`src/rtl/mc_pkg.sv`:
```
// Shared defaults and the channel write record for the clock generator.
// Latency: n/a (types and constants only).
// Backpressure: n/a.
package mc_pkg;

  localparam int NCH_DEF       = 4;
  localparam int DIV_W_DEF     = 16;
  localparam int WDT_W_DEF     = 20;
  localparam int WDT_LIMIT_DEF = 2**WDT_W_DEF - 1;

  // Widest divisor a channel can accept; DIV_W must not exceed this.
  localparam int DIV_W_MAX = 32;

  // One configuration write as seen by a channel.
  typedef struct packed {
    logic                 en;
    logic [DIV_W_MAX-1:0] div;
  } ch_cfg_t;

endpackage

```
`src/rtl/mc_div_ch.sv`:
```
// One divided-clock channel: counts 0..N-1, ticks on N-1, toggles ch_clk at the wrap.
// Latency: ch_tick is combinational from state; ch_clk toggles on the edge after the tick.
// Backpressure: none; clk_en freezes the counter and ch_clk.
module mc_div_ch
  import mc_pkg::*;
#(
  parameter int DIV_W = DIV_W_DEF
) (
  input  logic    clk,
  input  logic    rst,
  input  logic    clk_en,
  input  logic    wr_vld,
  input  ch_cfg_t wr_cfg,
  output logic    ch_clk,
  output logic    ch_tick
);

  logic [DIV_W-1:0] act_div;
  logic [DIV_W-1:0] pend_div;
  logic             en;
  logic [DIV_W-1:0] cnt;

  logic             running;
  logic             wrap;
  logic             wr_go;
  logic [DIV_W-1:0] new_div;

  // A disabled channel keeps running while ch_clk is high so the high phase is never cut short.
  assign running = en || ch_clk;
  assign wrap    = running && clk_en && (cnt == act_div - DIV_W'(1));
  assign ch_tick = wrap;
  // A zero divisor cannot run, so it is folded into a disable.
  assign wr_go   = wr_cfg.en && (wr_cfg.div != '0);
  assign new_div = wr_cfg.div[DIV_W-1:0];

  // Counter, output level and divisor registers; config writes take priority over counting.
  always_ff @(posedge clk) begin
    if (rst) begin
      act_div  <= '0;
      pend_div <= '0;
      en       <= 1'b0;
      cnt      <= '0;
      ch_clk   <= 1'b0;
    end else begin
      if (wrap) begin
        cnt     <= '0;
        ch_clk  <= ~ch_clk;
        act_div <= pend_div;
      end else if (running && clk_en) begin
        cnt <= cnt + DIV_W'(1);
      end else if (!running) begin
        cnt <= '0;
      end

      if (wr_vld) begin
        if (wr_go) begin
          en       <= 1'b1;
          pend_div <= new_div;
          // Stopped channel: start clean with the new divisor straight away.
          if (!running) begin
            act_div <= new_div;
            cnt     <= '0;
          end
        end else begin
          en <= 1'b0;
          // Low phase: stop now; high phase: let it drain to the next falling toggle.
          if (!ch_clk) begin
            cnt    <= '0;
            ch_clk <= 1'b0;
          end
        end
      end
    end
  end

endmodule

```
`src/rtl/mc_clkgen.sv`:
```
// Multi-channel programmable clock divider with a kickable watchdog.
// Latency: config writes land on the next edge; divisor changes on a running channel wait for its wrap.
// Backpressure: none; one config write per cycle, out-of-range channel writes are dropped.
module mc_clkgen
  import mc_pkg::*;
#(
  parameter int  NCH       = NCH_DEF,
  parameter int  DIV_W     = DIV_W_DEF,
  parameter int  WDT_W     = WDT_W_DEF,
  parameter int  WDT_LIMIT = 2**WDT_W - 1,
  localparam int CH_W      = (NCH > 1) ? $clog2(NCH) : 1
) (
  input  logic             clk,
  input  logic             rst,
  input  logic             clk_en,
  input  logic             cfg_we,
  input  logic [CH_W-1:0]  cfg_ch,
  input  logic [DIV_W-1:0] cfg_div,
  input  logic             cfg_en,
  input  logic             wdt_en,
  input  logic             wdt_kick,
  output logic [NCH-1:0]   ch_clk,
  output logic [NCH-1:0]   ch_tick,
  output logic             wdt_bark,
  output logic             wdt_expired
);

  localparam logic [WDT_W-1:0] WDT_MAX  = WDT_W'(WDT_LIMIT);
  localparam logic [WDT_W-1:0] WDT_LAST = WDT_W'(WDT_LIMIT - 1);

  ch_cfg_t          wr_cfg;
  logic [WDT_W-1:0] wdt_cnt;

  assign wr_cfg = '{en: cfg_en, div: DIV_W_MAX'(cfg_div)};

  // Indices at or above NCH match no channel, so such writes fall away.
  for (genvar i = 0; i < NCH; i++) begin : g_ch
    logic hit;
    assign hit = cfg_we && (cfg_ch == CH_W'(i));

    mc_div_ch #(
      .DIV_W(DIV_W)
    ) u_ch (
      .clk    (clk),
      .rst    (rst),
      .clk_en (clk_en),
      .wr_vld (hit),
      .wr_cfg (wr_cfg),
      .ch_clk (ch_clk[i]),
      .ch_tick(ch_tick[i])
    );
  end

  // Watchdog: kick clears, otherwise count up to the limit and saturate; bark once on arrival.
  always_ff @(posedge clk) begin
    if (rst) begin
      wdt_cnt     <= '0;
      wdt_bark    <= 1'b0;
      wdt_expired <= 1'b0;
    end else begin
      wdt_bark <= 1'b0;
      if (wdt_kick) begin
        wdt_cnt <= '0;
      end else if (wdt_en && clk_en && (wdt_cnt != WDT_MAX)) begin
        wdt_cnt <= wdt_cnt + WDT_W'(1);
        if (wdt_cnt == WDT_LAST) begin
          wdt_bark    <= 1'b1;
          wdt_expired <= 1'b1;
        end
      end
    end
  end

endmodule

```
`config.mk`:
```
export PLATFORM = sky130hd
export DESIGN_NAME = mc_clkgen
export DESIGN_NICKNAME = d
export VERILOG_FILES = /design/src/rtl/mc_pkg.sv /design/src/rtl/mc_div_ch.sv /design/src/rtl/mc_clkgen.sv
export SDC_FILE = /design/constraint.sdc
export NUM_CORES = 1
export LEC_CHECK = 0
export BUFFER_PORTS_ARGS = -buffer_cell sky130_fd_sc_hd__buf_2
export CAP_MARGIN = 20
export CORE_MARGIN = 1
export CORE_UTILIZATION = 50
export DETAILED_ROUTE_END_ITERATION = 16
export GPL_TIMING_DRIVEN = 0
export PLACE_DENSITY = 0.7
export SYNTH_ARGS = -nofsm -noshare
export SYNTH_HDL_FRONTEND = slang
export SYNTH_SLANG_ARGS = --single-unit
```
`constraint.sdc`:
```
create_clock -name clk -period 7.5 [get_ports clk]
set_input_delay 1.125 -clock clk [delete_from_list [all_inputs] [get_ports clk]]
set_output_delay 1.125 -clock clk [all_outputs]
set_load 0.03 [all_outputs]
```
; ---- Word level (Yosys, flattened, before mapping)
; Index checks and enable logic that the tools add are counted.
[totals]
output_inout_bits = 10
regBits = 222
[op_classes]
bitwise = 6
reduce_logical = 28
mux = 62
n_addsub = 9
eq_ne = 9
[ops]
columns = cell, count
row1 = two-way mux 16 bit, 44
row2 = adder 16 x 1 -> 16 bit (second input constant), 4
row3 = == test 16 bit, 4
row4 = subtractor 16 x 1 -> 16 bit (second input constant), 4
row5 = nonzero test 32 bit, 1
row6 = adder 20 x 1 -> 20 bit (second input constant), 1
row7 = == test 20 bit (second input constant), 1
row8 = != test 20 bit (second input constant), 1
row9 = two-way mux 1 bit, 18
row10 = logical AND 1 bit, 15
row11 = AND reduction 2 bit, 4
row12 = inverter 1 bit, 6
row13 = == test 2 bit (second input constant), 2
row14 = logical OR 1 bit, 4
row15 = AND reduction 3 bit, 1
row16 = OR reduction 3 bit, 1
row17 = == test 2 x 1 -> 1 bit (second input constant), 1
row18 = zero test 2 bit, 1
row19 = OR reduction 2 bit, 1

; ---- Logic depth before layout (Yosys ltp)
[depth]
word_depth = 7
mapped_depth = 13
mapped_depth_nobuf = 9

; ---- Modules after synthesis
; From an unflattened synthesis, not the netlist that was laid out.
[hier_totals]
cells_unflattened = 1395
area_unflattened_um2 = 12278.0
[by_module_without_submodules]
columns = mod, instances, area_per_inst_um2, cells_per_inst, seq_area_each_um2
row1 = mc_div_ch, 4, 2717.6, 309, 1001.0
row2 = mc_clkgen, 1, 1407.6, 159, 440.4

; ---- Worst setup path before layout
; OpenSTA, ideal clock, no wires.
[synth_timing]
path_kind = input to output
from = in clk_en
to = out ch_tick[0]
path_buffers = 3
slack_ns = 3.853
stages = 9
arrival_time_ns = 2.522
cell_sequence = o21ai_0 -> nor3_1 -> o211ai_1 -> a2111oi_0 -> nand4_1 -> buf_4 -> buf_6 -> inv_1 -> buf_4
[synth_via]
elab_chain_cells = 2
[synth_rtl]
columns = element, line_no
row1 = "start, declared", mc_clkgen.sv:15  ; input logic clk_en,
row2 = logical AND 1 bit (2 in series), mc_div_ch.sv:30  ; assign wrap = running && clk_en && (cnt == act_div - DIV_W'(1));
row3 = "end, declared", mc_clkgen.sv:23  ; output logic [NCH-1:0] ch_tick,
; No other way between the ends.

; ---- Worst setup path in the final report
[layout_timing]
from = reg g_ch[2].u_ch.act_div[0]
to = out ch_tick[2]
[layout_via]
elab_chain_cells = 3
[layout_rtl]
columns = element, line_no
row1 = "start, declared", mc_div_ch.sv:18  ; logic [DIV_W-1:0] act_div;
row2 = "start signal, assigned", mc_div_ch.sv:48  ; act_div <= pend_div;
row3 = "start signal, assigned", mc_div_ch.sv:61  ; act_div <= new_div;
row4 = subtractor 16 x 1 -> 16 bit, mc_div_ch.sv:30
row5 = == test 16 bit, mc_div_ch.sv:30
row6 = logical AND 1 bit, mc_div_ch.sv:30
; No other way between the ends.

==> implementation parameters <==
Parameter                              Value

Outcome
  Status    finished clean

Clock network
  Clock transition time at the flip-flop clock pins of the worst setup and hold paths    60 ps
  CTS tree    yes
  Clock net sink count    222
  Hold-fix buffer count after cts    0
  Buffers inserted by post-CTS timing repair    0
  Post_cts resized    0
  Buffers from clock root to sink, at most    3
  Source-to-sink clock delay at the later pin of the worst-skew pair    530 ps
  Inserted Clock Buffers    25
  H-tree depth    1
  Clock root buffer master    sky130_fd_sc_hd__clkbuf_16

Logic synthesis
  Number of storage elements in the synthesis netlist    222
  Synthesis Warnings    0
  Count of mapped cells out of synthesis    1,465
  Synth Flop Type    sky130_fd_sc_hd__dfxtp_1
  Post-synthesis share of cell area spent on and, or, nand and nor gates    27.0%
  Synthesized Nets    1,500
  Mean instance size in the synthesized netlist    approximately 8.3 um^2
  Fraction of the mapped netlist area in compound gates    15.2%
  Distinct cell type count after synthesis    78
  Proportion of register bits with asynchronous set or reset after synthesis    0%
  Number of synthesized flops with an enable pin    0
  Synth Area in XOR/XNOR    ~11%
  Main combinational cell family by area after synthesis    simple AND/OR/NAND/NOR gates
  Mux contribution to synthesized area    4.17%
  Post-synthesis cell area    roughly 12,000 um^2
  Adder-cell share of the synthesized area    between 1 and 1.5%
  Sequential share of the synthesized area    36.6%

Global routing
  Global route overflow    0
  Largest net degree at the start of global routing    14
  Number of antenna violations at the first check in global routing    1
  Via count of the first global-routing pass    9,948
  Wire length of the first global-routing pass    52.0 mm
  Gr usage total    26.4%

Setup path
  Slowest stage cell, crit path    sky130_fd_sc_hd__a2111oi_0
  Largest driver fanout on the critical path    10
  Most frequent CP cell    sky130_fd_sc_hd__clkbuf_1
  Endpoint required time on the critical path    6380 ps
  Delay of the slowest cell on the worst path    530 ps
  Arrival @ worst endpoint    3770 ps
  Category of cells accounting for the largest share of critical-path delay    buffers and inverters
  Critical path buffer and inverter count    6
  Kind of end point of the critical path    output port
  Critical Path, Cell by Cell    clkbuf_1 -> inv_1 -> ha_1 -> clkbuf_1 -> xnor3_1 -> nand3_1 -> a2111oi_0 -> o311a_1 -> nand3_1 -> clkbuf_1 -> nor2_1 -> buf_4 -> buf_2
  Start-to-end type of the worst setup path    register to output port
  Kind of start point of the critical path    register

Timing
  FMAX    204 MHz
  Final-layout setup total negative slack    0 ps
  Final worst path period share    65.3%
  Final max-slew violation count    0
  Final clock skew    between 10 and 15 ps
  Total of endpoints with negative setup slack in the final report    0
  Final period demand of the worst path    4900 ps
  Worst slew pin tran    roughly 1200 ps
  WHS    450 ps
  Setup repair after global routing missed its margin    no
  Relative max-transition margin    19.1%
  Final Hold Viols    0

Placed design
  GPL Wtd Cong    slightly below 0.9
  HPWL Detailed    23.5 mm
  Cell area after placement    12,700 um^2
  Input/output buffers    34

Worst hold path
  Worst min-delay path class    register to register

Drt
  Number of violations reported at the end of detailed-routing iteration 0    809
  Via total after detailed routing    10,800
  Post-route DRC    0
  Routed wire length per instance    17.7 um
  Length of the first detailed-routing pass in iterations    5
  Final routed wirelength across all metal layers    around 33 mm
  Vias per inst    5.82
  Remaining number of nets flagged by the antenna check after routing    0

Die
  Die height    158 um
  I/O pin cnt    35
  Starting utilization of the core area    51.4%
  Row Count    56
  Die ar.    approximately 25,000 um^2
  Floorplan die width    158 um
  Core Box Area    about 24,000 um^2

Cells and area
  Number of antenna repair diodes    0
  Area growth from synthesis to final layout    11.9%
  Total non-filler cell area in the finished layout    13,600 um^2
  Final #Nets    approximately 1,600
  Layout cells sized above 1    10.8%
  Core utilization of the finished layout    57.5%

Power and ir drop
  Combinational cell fraction of total power    8.5%
  Power Density    202 nW/um^2
  Sequential group share of total power    44.2%
  Fraction of power spent switching nets    between 20% and 30%
  Switching pwr    between 0.6 and 0.7 mW
  Largest voltage drop on the vdd net    around 180 uV
  Reported leakage power    roughly 5.1 nW
  Part of the power in the clock network    47.3%
  Internal portion of total power    2.08 mW

Flow run
  Max-Cap Viols    0
## layout by cell type, fill, tap and decap left out, types with 33 or more instances in the layout
cell type	n
sky130_fd_sc_hd__clkbuf_1	63
sky130_fd_sc_hd__nand4_1	48
sky130_fd_sc_hd__dfxtp_1	222
sky130_fd_sc_hd__nand3_1	58
sky130_fd_sc_hd__a21oi_1	59
sky130_fd_sc_hd__o21ai_0	50
sky130_fd_sc_hd__nand2_1	190
sky130_fd_sc_hd__nor2_1	142
sky130_fd_sc_hd__xnor2_1	62
sky130_fd_sc_hd__inv_1	33
sky130_fd_sc_hd__buf_2	48
sky130_fd_sc_hd__mux2i_1	49
sky130_fd_sc_hd__nor3_1	37
sky130_fd_sc_hd__xor2_1	85
## Yosys cell counts (18+ instances only)
cell type	count	area share, %
sky130_fd_sc_hd__o22ai_1	21	1.1
sky130_fd_sc_hd__o211ai_1	28	1.7
sky130_fd_sc_hd__dfxtp_1	222	37
sky130_fd_sc_hd__clkbuf_1	60	1.9
sky130_fd_sc_hd__o21ai_0	50	2.1
sky130_fd_sc_hd__a21oi_1	59	2.4
sky130_fd_sc_hd__xnor2_1	62	4.5
sky130_fd_sc_hd__and3_1	18	0.93
sky130_fd_sc_hd__xor2_1	85	6.1
sky130_fd_sc_hd__nand2_1	190	5.9
sky130_fd_sc_hd__nor2b_1	23	1.2
sky130_fd_sc_hd__or3_1	18	0.93
sky130_fd_sc_hd__nand4_1	48	2.5
sky130_fd_sc_hd__nand3_1	58	2.4
sky130_fd_sc_hd__nor3_1	37	1.5
sky130_fd_sc_hd__nor2_1	142	4.4
sky130_fd_sc_hd__mux2i_1	49	4.0
sky130_fd_sc_hd__inv_1	33	1.0
## power by group through the flow
stage               sequential [mW]  combinational (mW)  clock [mW]
floorplan                      1.23               0.158           0
global placement               1.24               0.222           0
detailed placement             1.24               0.226           0
CTS                            1.21               0.227        1.32
global route                   1.21               0.252        1.36
finish                         1.21               0.234        1.30
## cell families (layout without fill, tap and decap cells)
kind of cell / Yosys count / in the layout
AO/OA/AOI/OAI: 258 / 258
XOR/XNOR: 148 / 148
adder cells (fa/ha/maj): 10 / 10
buffers and inverters: 132 / 210
flip-flops: 222 / 222
multiplexers: 50 / 50
AND/OR/NAND/NOR: 645 / 645
## final cells by class
class                      count  area [um^2]
sequential                   222         4440
timing repair buffer          35          175
clock buffer                  34          719
clock inverter                 9          154
multi-input combinational   1111         7070
inverter                      35          131
buffer                        97          490
tap                          319          399
fill                        2151        10000
## sequential cells by signal, indices dropped and copies added, names as in the netlist
signal and count:
g_ch.u_ch.act_div 64, g_ch.u_ch.en 4, wdt_cnt 20, g_ch.u_ch.pend_div 64, wdt_bark 1, wdt_expired 1, g_ch.u_ch.cnt 64, g_ch.u_ch.ch_clk 4
## through the flow
| step | total power, mW | cells | setup slack [ps] |
|---|---|---|---|
| final | 2.74 | 1862 | 2600 |
| after global routing | 2.83 | 1862 | 2370 |
| after CTS | 2.76 | 1861 | 2620 |
| after detailed placement | 1.46 | 1818 | 3030 |
| after global placement | 1.46 | 1818 | 3080 |
| after floorplan | 1.39 | 1465 | 3850 |
## layer usage
metal / vias up / wire (um) / track usage [%]
li1: 5312 / - / -
met1: 5114 / 15000 / 36.2
met2: 346 / 14200 / 40.5
met3: 74 / 2640 / 6.21
met4: 0 / 1060 / 8.78
met5: - / 0 / 0
## final timing paths
kind | startpoint | slack (ps) | endpoint | cells after the start
max reg2reg | g_ch[2].u_ch.act_div[0] | 4090 | g_ch[2].u_ch.act_div[12] | 13
min | wdt_expired | 450 | wdt_expired | 1
max | g_ch[2].u_ch.act_div[0] | 2600 | ch_tick[2] | 13
min reg2reg | wdt_expired | 450 | wdt_expired | 1
Note: power is estimated with default switching activity, not from simulation.
